--- src/rtl/rx_deserializer_if.sv ---
// Link-side bundle of the receive deserializer: serial line in, word handshake out to the Core.
// Optional err_count exists only when RX_ERRCNT_EN is defined.
interface rx_deserializer_if #(
  parameter int unsigned DataW = 32
);
  logic             s_data;
  logic             rx_ready;
  logic             rx_error;
  logic [DataW-1:0] rx_data;
  logic             rx_data_valid;
  logic             rx_data_ack;
`ifdef RX_ERRCNT_EN
  logic [7:0]       err_count;

  modport master (
    input  s_data, rx_data_ack,
    output rx_ready, rx_error, rx_data, rx_data_valid, err_count
  );
  modport slave (
    output s_data, rx_data_ack,
    input  rx_ready, rx_error, rx_data, rx_data_valid, err_count
  );
`else
  modport master (
    input  s_data, rx_data_ack,
    output rx_ready, rx_error, rx_data, rx_data_valid
  );
  modport slave (
    output s_data, rx_data_ack,
    input  rx_ready, rx_error, rx_data, rx_data_valid
  );
`endif
endinterface

--- src/rtl/rx_deserializer.sv ---
// Serial link receiver: start-sequence hunt, 1-unstuffing, odd-parity check, valid/ack word handoff.
// Define RX_ERRCNT_EN to add a saturating 8-bit error counter on link.err_count.
module rx_deserializer #(
  parameter int unsigned DataW    = 32,
  parameter int unsigned StartLen = 5,
  parameter int unsigned StuffRun = 4
) (
  input logic               clk_s,
  input logic               rst,
  rx_deserializer_if.master link
);

  localparam int unsigned FrameLen = DataW + 1;

  typedef enum logic [1:0] {StIdle, StData, StCheck, StHold} state_e;

  state_e           state_q, state_d;
  logic [2:0]       zrun_q, zrun_d;
  logic [5:0]       bit_cnt_q, bit_cnt_d;
  logic [2:0]       zero_cnt_q, zero_cnt_d;
  logic [DataW:0]   shift_q, shift_d;
  logic [DataW:0]   shift_in;
  logic [DataW:0]   frame;
  logic             frame_done;
  logic             ready_q, ready_d;
  logic             error_q, error_d;
  logic             valid_q, valid_d;
  logic [DataW-1:0] data_q, data_d;

  always_ff @(posedge clk_s or posedge rst) begin
    if (rst) begin
      state_q    <= StIdle;
      zrun_q     <= '0;
      bit_cnt_q  <= '0;
      zero_cnt_q <= '0;
      shift_q    <= '0;
      ready_q    <= 1'b1;
      error_q    <= 1'b0;
      valid_q    <= 1'b0;
      data_q     <= '0;
    end else begin
      state_q    <= state_d;
      zrun_q     <= zrun_d;
      bit_cnt_q  <= bit_cnt_d;
      zero_cnt_q <= zero_cnt_d;
      shift_q    <= shift_d;
      ready_q    <= ready_d;
      error_q    <= error_d;
      valid_q    <= valid_d;
      data_q     <= data_d;
    end
  end

  always_comb begin
    state_d    = state_q;
    zrun_d     = zrun_q;
    bit_cnt_d  = bit_cnt_q;
    zero_cnt_d = zero_cnt_q;
    shift_d    = shift_q;
    valid_d    = valid_q;
    data_d     = data_q;
    error_d    = 1'b0;
    shift_in   = {shift_q[DataW-1:0], link.s_data};
    frame      = shift_q;
    frame_done = 1'b0;

    unique case (state_q)
      StIdle: begin
        if (link.s_data) begin
          zrun_d = '0;
        end else if (zrun_q == 3'(StartLen - 1)) begin
          state_d    = StData;
          zrun_d     = '0;
          bit_cnt_d  = '0;
          zero_cnt_d = '0;
        end else begin
          zrun_d = zrun_q + 3'd1;
        end
      end
      StData: begin
        if (zero_cnt_q == 3'(StuffRun)) begin
          zero_cnt_d = '0;
          if (!link.s_data) begin
            error_d = 1'b1;
            state_d = StIdle;
          end else if (bit_cnt_q == 6'(FrameLen)) begin
            // Trailing stuff bit after a parity-completed zero run.
            frame_done = 1'b1;
          end
        end else begin
          shift_d    = shift_in;
          bit_cnt_d  = bit_cnt_q + 6'd1;
          zero_cnt_d = link.s_data ? 3'd0 : zero_cnt_q + 3'd1;
          if (bit_cnt_q == 6'(FrameLen - 1) && zero_cnt_d != 3'(StuffRun)) begin
            frame      = shift_in;
            frame_done = 1'b1;
          end
        end
      end
      StCheck: begin
        if (valid_q && !link.rx_data_ack) begin
          state_d = StHold;
        end else begin
          state_d = StIdle;
          valid_d = 1'b0;
        end
      end
      StHold: begin
        if (link.rx_data_ack) begin
          state_d = StIdle;
          valid_d = 1'b0;
        end
      end
      default: state_d = StIdle;
    endcase

    // Outputs land in the cycle after the last line bit, which is the CHECK cycle.
    if (frame_done) begin
      state_d = StCheck;
      if (^frame) begin
        data_d  = frame[DataW:1];
        valid_d = 1'b1;
      end else begin
        error_d = 1'b1;
      end
    end

    ready_d = (state_d == StIdle);
  end

  assign link.rx_ready      = ready_q;
  assign link.rx_error      = error_q;
  assign link.rx_data       = data_q;
  assign link.rx_data_valid = valid_q;

`ifdef RX_ERRCNT_EN
  logic [7:0] err_cnt_q;

  always_ff @(posedge clk_s or posedge rst) begin
    if (rst) begin
      err_cnt_q <= '0;
    end else if (error_d && err_cnt_q != 8'hFF) begin
      err_cnt_q <= err_cnt_q + 8'd1;
    end
  end

  assign link.err_count = err_cnt_q;
`endif

endmodule

--- src/flat_wrapper.sv ---
// flat-port wrapper written by rule: the top's interface ports become plain ports
module rx_deserializer_flat 
#(
  parameter int unsigned DataW    = 32,
  parameter int unsigned StartLen = 5,
  parameter int unsigned StuffRun = 4
)
  (clk_s, rst, link_s_data, link_rx_data_ack, link_rx_ready, link_rx_error, link_rx_data, link_rx_data_valid);
  rx_deserializer_if #(.DataW(DataW)) link_i ();
  input logic clk_s;
  input logic rst;
  input wire logic [$bits(link_i.s_data)-1:0] link_s_data;
  input wire logic [$bits(link_i.rx_data_ack)-1:0] link_rx_data_ack;
  output wire logic [$bits(link_i.rx_ready)-1:0] link_rx_ready;
  output wire logic [$bits(link_i.rx_error)-1:0] link_rx_error;
  output wire logic [$bits(link_i.rx_data)-1:0] link_rx_data;
  output wire logic [$bits(link_i.rx_data_valid)-1:0] link_rx_data_valid;
  assign link_i.s_data = link_s_data;
  assign link_i.rx_data_ack = link_rx_data_ack;
  assign link_rx_ready = link_i.rx_ready;
  assign link_rx_error = link_i.rx_error;
  assign link_rx_data = link_i.rx_data;
  assign link_rx_data_valid = link_i.rx_data_valid;
  rx_deserializer #(.DataW(DataW), .StartLen(StartLen), .StuffRun(StuffRun)) u_core (.clk_s(clk_s), .rst(rst), .link(link_i));
endmodule
--- config.mk ---
export PLATFORM = sky130hd
export DESIGN_NAME = rx_deserializer_flat
export DESIGN_NICKNAME = d
export VERILOG_FILES = /design/src/rtl/rx_deserializer_if.sv /design/src/rtl/rx_deserializer.sv /design/src/flat_wrapper.sv
export SDC_FILE = /design/constraint.sdc
export NUM_CORES = 1
export LEC_CHECK = 0
export ABC_AREA = 1
export BUFFER_PORTS_ARGS = -buffer_cell sky130_fd_sc_hd__buf_2
export CAP_MARGIN = 0
export CELL_PAD_IN_SITES_DETAIL_PLACEMENT = 1
export CELL_PAD_IN_SITES_GLOBAL_PLACEMENT = 1
export CORE_ASPECT_RATIO = 0.7
export CORE_UTILIZATION = 39
export DETAILED_ROUTE_END_ITERATION = 10
export PLACE_DENSITY = 0.79
export SETUP_SLACK_MARGIN = 0.02
export SYNTH_ARGS = -nofsm -noshare
export SYNTH_HDL_FRONTEND = slang
export SYNTH_SLANG_ARGS = --single-unit
--- constraint.sdc ---
create_clock -name clk_s -period 2.7 [get_ports clk_s]
set_input_delay 0.405 -clock clk_s [delete_from_list [all_inputs] [get_ports clk_s]]
set_output_delay 0.405 -clock clk_s [all_outputs]
set_load 0.005 [all_outputs]
==> impl_metrics.tcl <==
set metrics [dict create \
    status "complete, but fails checks" \
    violations "setup timing" \
    antenna_left 0 \
    tightest_slew_ns 0.726 \
    num_antenna_cells 0 \
    ctsLongestPathBuffers 2 \
    worstPathRequired_ns 2.98 \
    ir_drop_mv 0.692 \
    final_util_pct 57.8 \
    end_kind "flip-flop" \
    start_kind "flip-flop" \
    io_pins 39 \
    routabilityCongestion 0.816 \
    die_h_um 96.0 \
    hold_class "in2async" \
    finalSetupViolCount 34 \
    num_rows 33 \
    synth_area_um2 4920 \
    cts_tree "yes" \
    finalNetCount 861 \
    netlist_top_cells_area "dfrtp_1, nand2_1, nand3_1" \
    drc 0 \
    hold_violations 0 \
    post-route-period-util_pct 122 \
    synth_area_leader_cell "dfrtp_1" \
    overflow 0 \
    wirelength_mm 18.9 \
    htree_levels 3 \
    syn-num-nets 759 \
    power_mw 9.83 \
    ys_seq_area_share_pct 41.7 \
    synth_cell_types 32 \
    p_seq_share_pct 19.2 \
    ys.flop_type "dfrtp_1" \
    fin_crit_ns 3.30 \
    async_flop_share_pct 100 \
    power_frac_comb_pct 66.1 \
    synth.avg_cell_area_um2 6.58 \
    finalMaxSlewViolations 0 \
    timing.slew.headroom_pct 51.5 \
    drtIter0Drc 280 \
    vias 5454 \
    drv_cap 0 \
    wl_per_cell_um 18.6 \
    p_switching_mw 4.82 \
    cts_sinks 82 \
    port_buffers 38 \
    yosysWarnings 0 \
    core_area_um2 12000 \
    routed_via_density 5.39 \
    synth_edf_count 0 \
    clk_pin_slew_ns 0.06 \
    p_clk_share_pct 14.7 \
    synth_top_area_share_pct 41.2 \
    antenna_found_initial 0 \
    fmax_mhz 303 \
    grt_max_degree 71 \
    path_class "reg2reg" \
    layout_common_cells "nand2_1, nand2_2, nand3_1, dfrtp_1, buf_4" \
    setup_ws_ns -0.605 \
    die_area_um2 13100 \
    crit_fanout 7 \
    rsz0062_at_grt "yes" \
    drt_pass1_iterations 5 \
    critPathArrivalTime_ns 3.59 \
    grt_pass1_vias 5116 \
    start_util_pct 41.0 \
    grt_first_pass_wirelength_mm 24.9 \
    numCtsBuffers 9 \
    p_int_mw 5.01 \
    p_leak_nw 3.77 \
    areaGrowthSynthToFinish_pct 41.1 \
    holdWs_ns 0.151 \
    ys_ff_latch 82 \
    final_common_cell "nand2_1" \
    netlist_instances 748 \
    cts_root_buffer "clkbuf_16" \
    fillerInstances 1497 \
    hpwlAfterDp_mm 10.4 \
    sw_frac_of_total_pct 49.0 \
    die_w_um 136 \
    p_per_area_nw_per_um2 1420 \
    ctsHoldBuffers 0 \
    drive_above_1_share_pct 34.0 \
    grt.total_usage_pct 24.5 \
    clk_latency_ns 0.35 \
    clock-skew-final_ns 0.00758 \
]
==> power groups by stage <==
stage               Sequential (mW)  Combinational [mW]  Clock [mW]
floorplan                      1.81                2.58           0
global placement               1.83                3.81           0
detailed placement             1.86                4.06           0
CTS                            1.85                4.22        1.45
global route                   1.92                6.94        1.50
finish                         1.89                6.50        1.44
==> synthesized netlist by cell type (2+ instances only) <==
cell type,n
o21ai_1,6
a21oi_1,3
o22ai_1,3
buf_1,2
nand2_1,391
clkbuf_1,8
nand2_2,2
ha_1,7
buf_4,6
buf_2,15
dfrtp_1,81
o211ai_1,2
nor3_1,3
nor2_4,2
nor2_1,10
inv_1,53
o21ai_0,43
inv_2,8
nand3_1,90
==> critical path, cell delays in order (launching register included) <==
cell and delay (ns):
dfrtp_1 0.40, inv_2 0.09, ha_4 0.20, nor2_1 0.10
nand4_1 0.19, nand2_4 0.21, buf_12 0.15, clkbuf_16 0.14
nand2_1 0.07, nand2_2 0.12, inv_2 0.06, nand2_1 0.07
nand2_1 0.08, nand2_1 0.11, nand2_2 0.08, nand2_2 0.07
nand2_2 0.09, nand2_2 0.10, nand2_4 0.08, nand2_4 0.10
nand3_2 0.15, nand2_8 0.17, buf_12 0.14, nand3_1 0.12
nand2_1 0.12
==> metrics by stage <==
stage	worst slack, ns	TNS [ns]	std cells	area [um2]
2_1_floorplan	0.142	0	748	4920
3_3_place_gp	-0.155	-3.85	971	5700
3_5_place_dp	-0.344	-9.12	971	5700
4_1_cts	-0.250	-6.91	988	6130
5_1_grt	-0.774	-22.45	1012	6940
6_report	-0.605	-17.56	1012	6940
==> kinds of logic after synthesis <==
logic type | after synthesis | synth area share (%)
compound gates | 59 | 6.25
xor+xnor | 2 | 0.356
fa+ha+maj | 7 | 1.78
buf+inv | 94 | 8.16
flops | 82 | 41.7
simple gates | 504 | 41.7
==> state kept, by name, indices dropped and copies added (netlist names), 2 cells and up <==
| name | count |
|---|---|
| u_core.zero_cnt_q | 3 |
| u_core.link.rx_data | 32 |
| u_core.zrun_q | 3 |
| u_core.bit_cnt_q | 6 |
| u_core.shift_q | 33 |
| u_core.state_q | 2 |
==> path summary, 6_finish.rpt <==
kind	from	slack [ns]	cells after the start	end
setup / recovery	u_core.zero_cnt_q[1]	-0.60	24	u_core.link.rx_data[20]
hold / removal	rst	0.15	2	u_core.link.rx_data[30]
setup reg to reg	u_core.zero_cnt_q[1]	-0.60	24	u_core.link.rx_data[20]
hold reg to reg	u_core.link.rx_data[8]	0.47	2	u_core.link.rx_data[8]
max in group asynchronous	rst	1.74	3	u_core.link.rx_ready
min in group clk_s	link_rx_data_ack	0.38	4	u_core.state_q[1]
==> routing by layer <==
| metal | wire [um] | track usage [%] | share of wire (%) | vias up |
|---|---|---|---|---|
| met1 | 8000 | 31.2 | 42 | 2704 |
| li1 | - | - | - | 2550 |
| met4 | 614 | 7.31 | 3.3 | 0 |
| met2 | 9460 | 42.7 | 50 | 150 |
| met5 | 0 | 0 | 0 | - |
| met3 | 793 | 4.27 | 4.2 | 50 |
==> final cells by class <==
| type | count | area [um2] | area share, % |
|---|---|---|---|
| clock buffer | 11 | 233 | 3.35 |
| timing repair buffer | 123 | 1130 | 16.3 |
| multi-input combinational | 572 | 2990 | 43.0 |
| sequential | 82 | 2050 | 29.6 |
| tap | 157 | 196 | 2.83 |
| inverter | 62 | 239 | 3.44 |
| clock inverter | 5 | 103 | 1.48 |
==> timing repair <==
item                                    CTS  global route
pin swaps                                 2            45
setup buffers                             1            13
endpoints found under the setup margin   34            34
gates cloned                              0            11
gates resized for setup                  28           142
hold endpoints to repair                  0             0
Power figures use the tool's default switching activity.
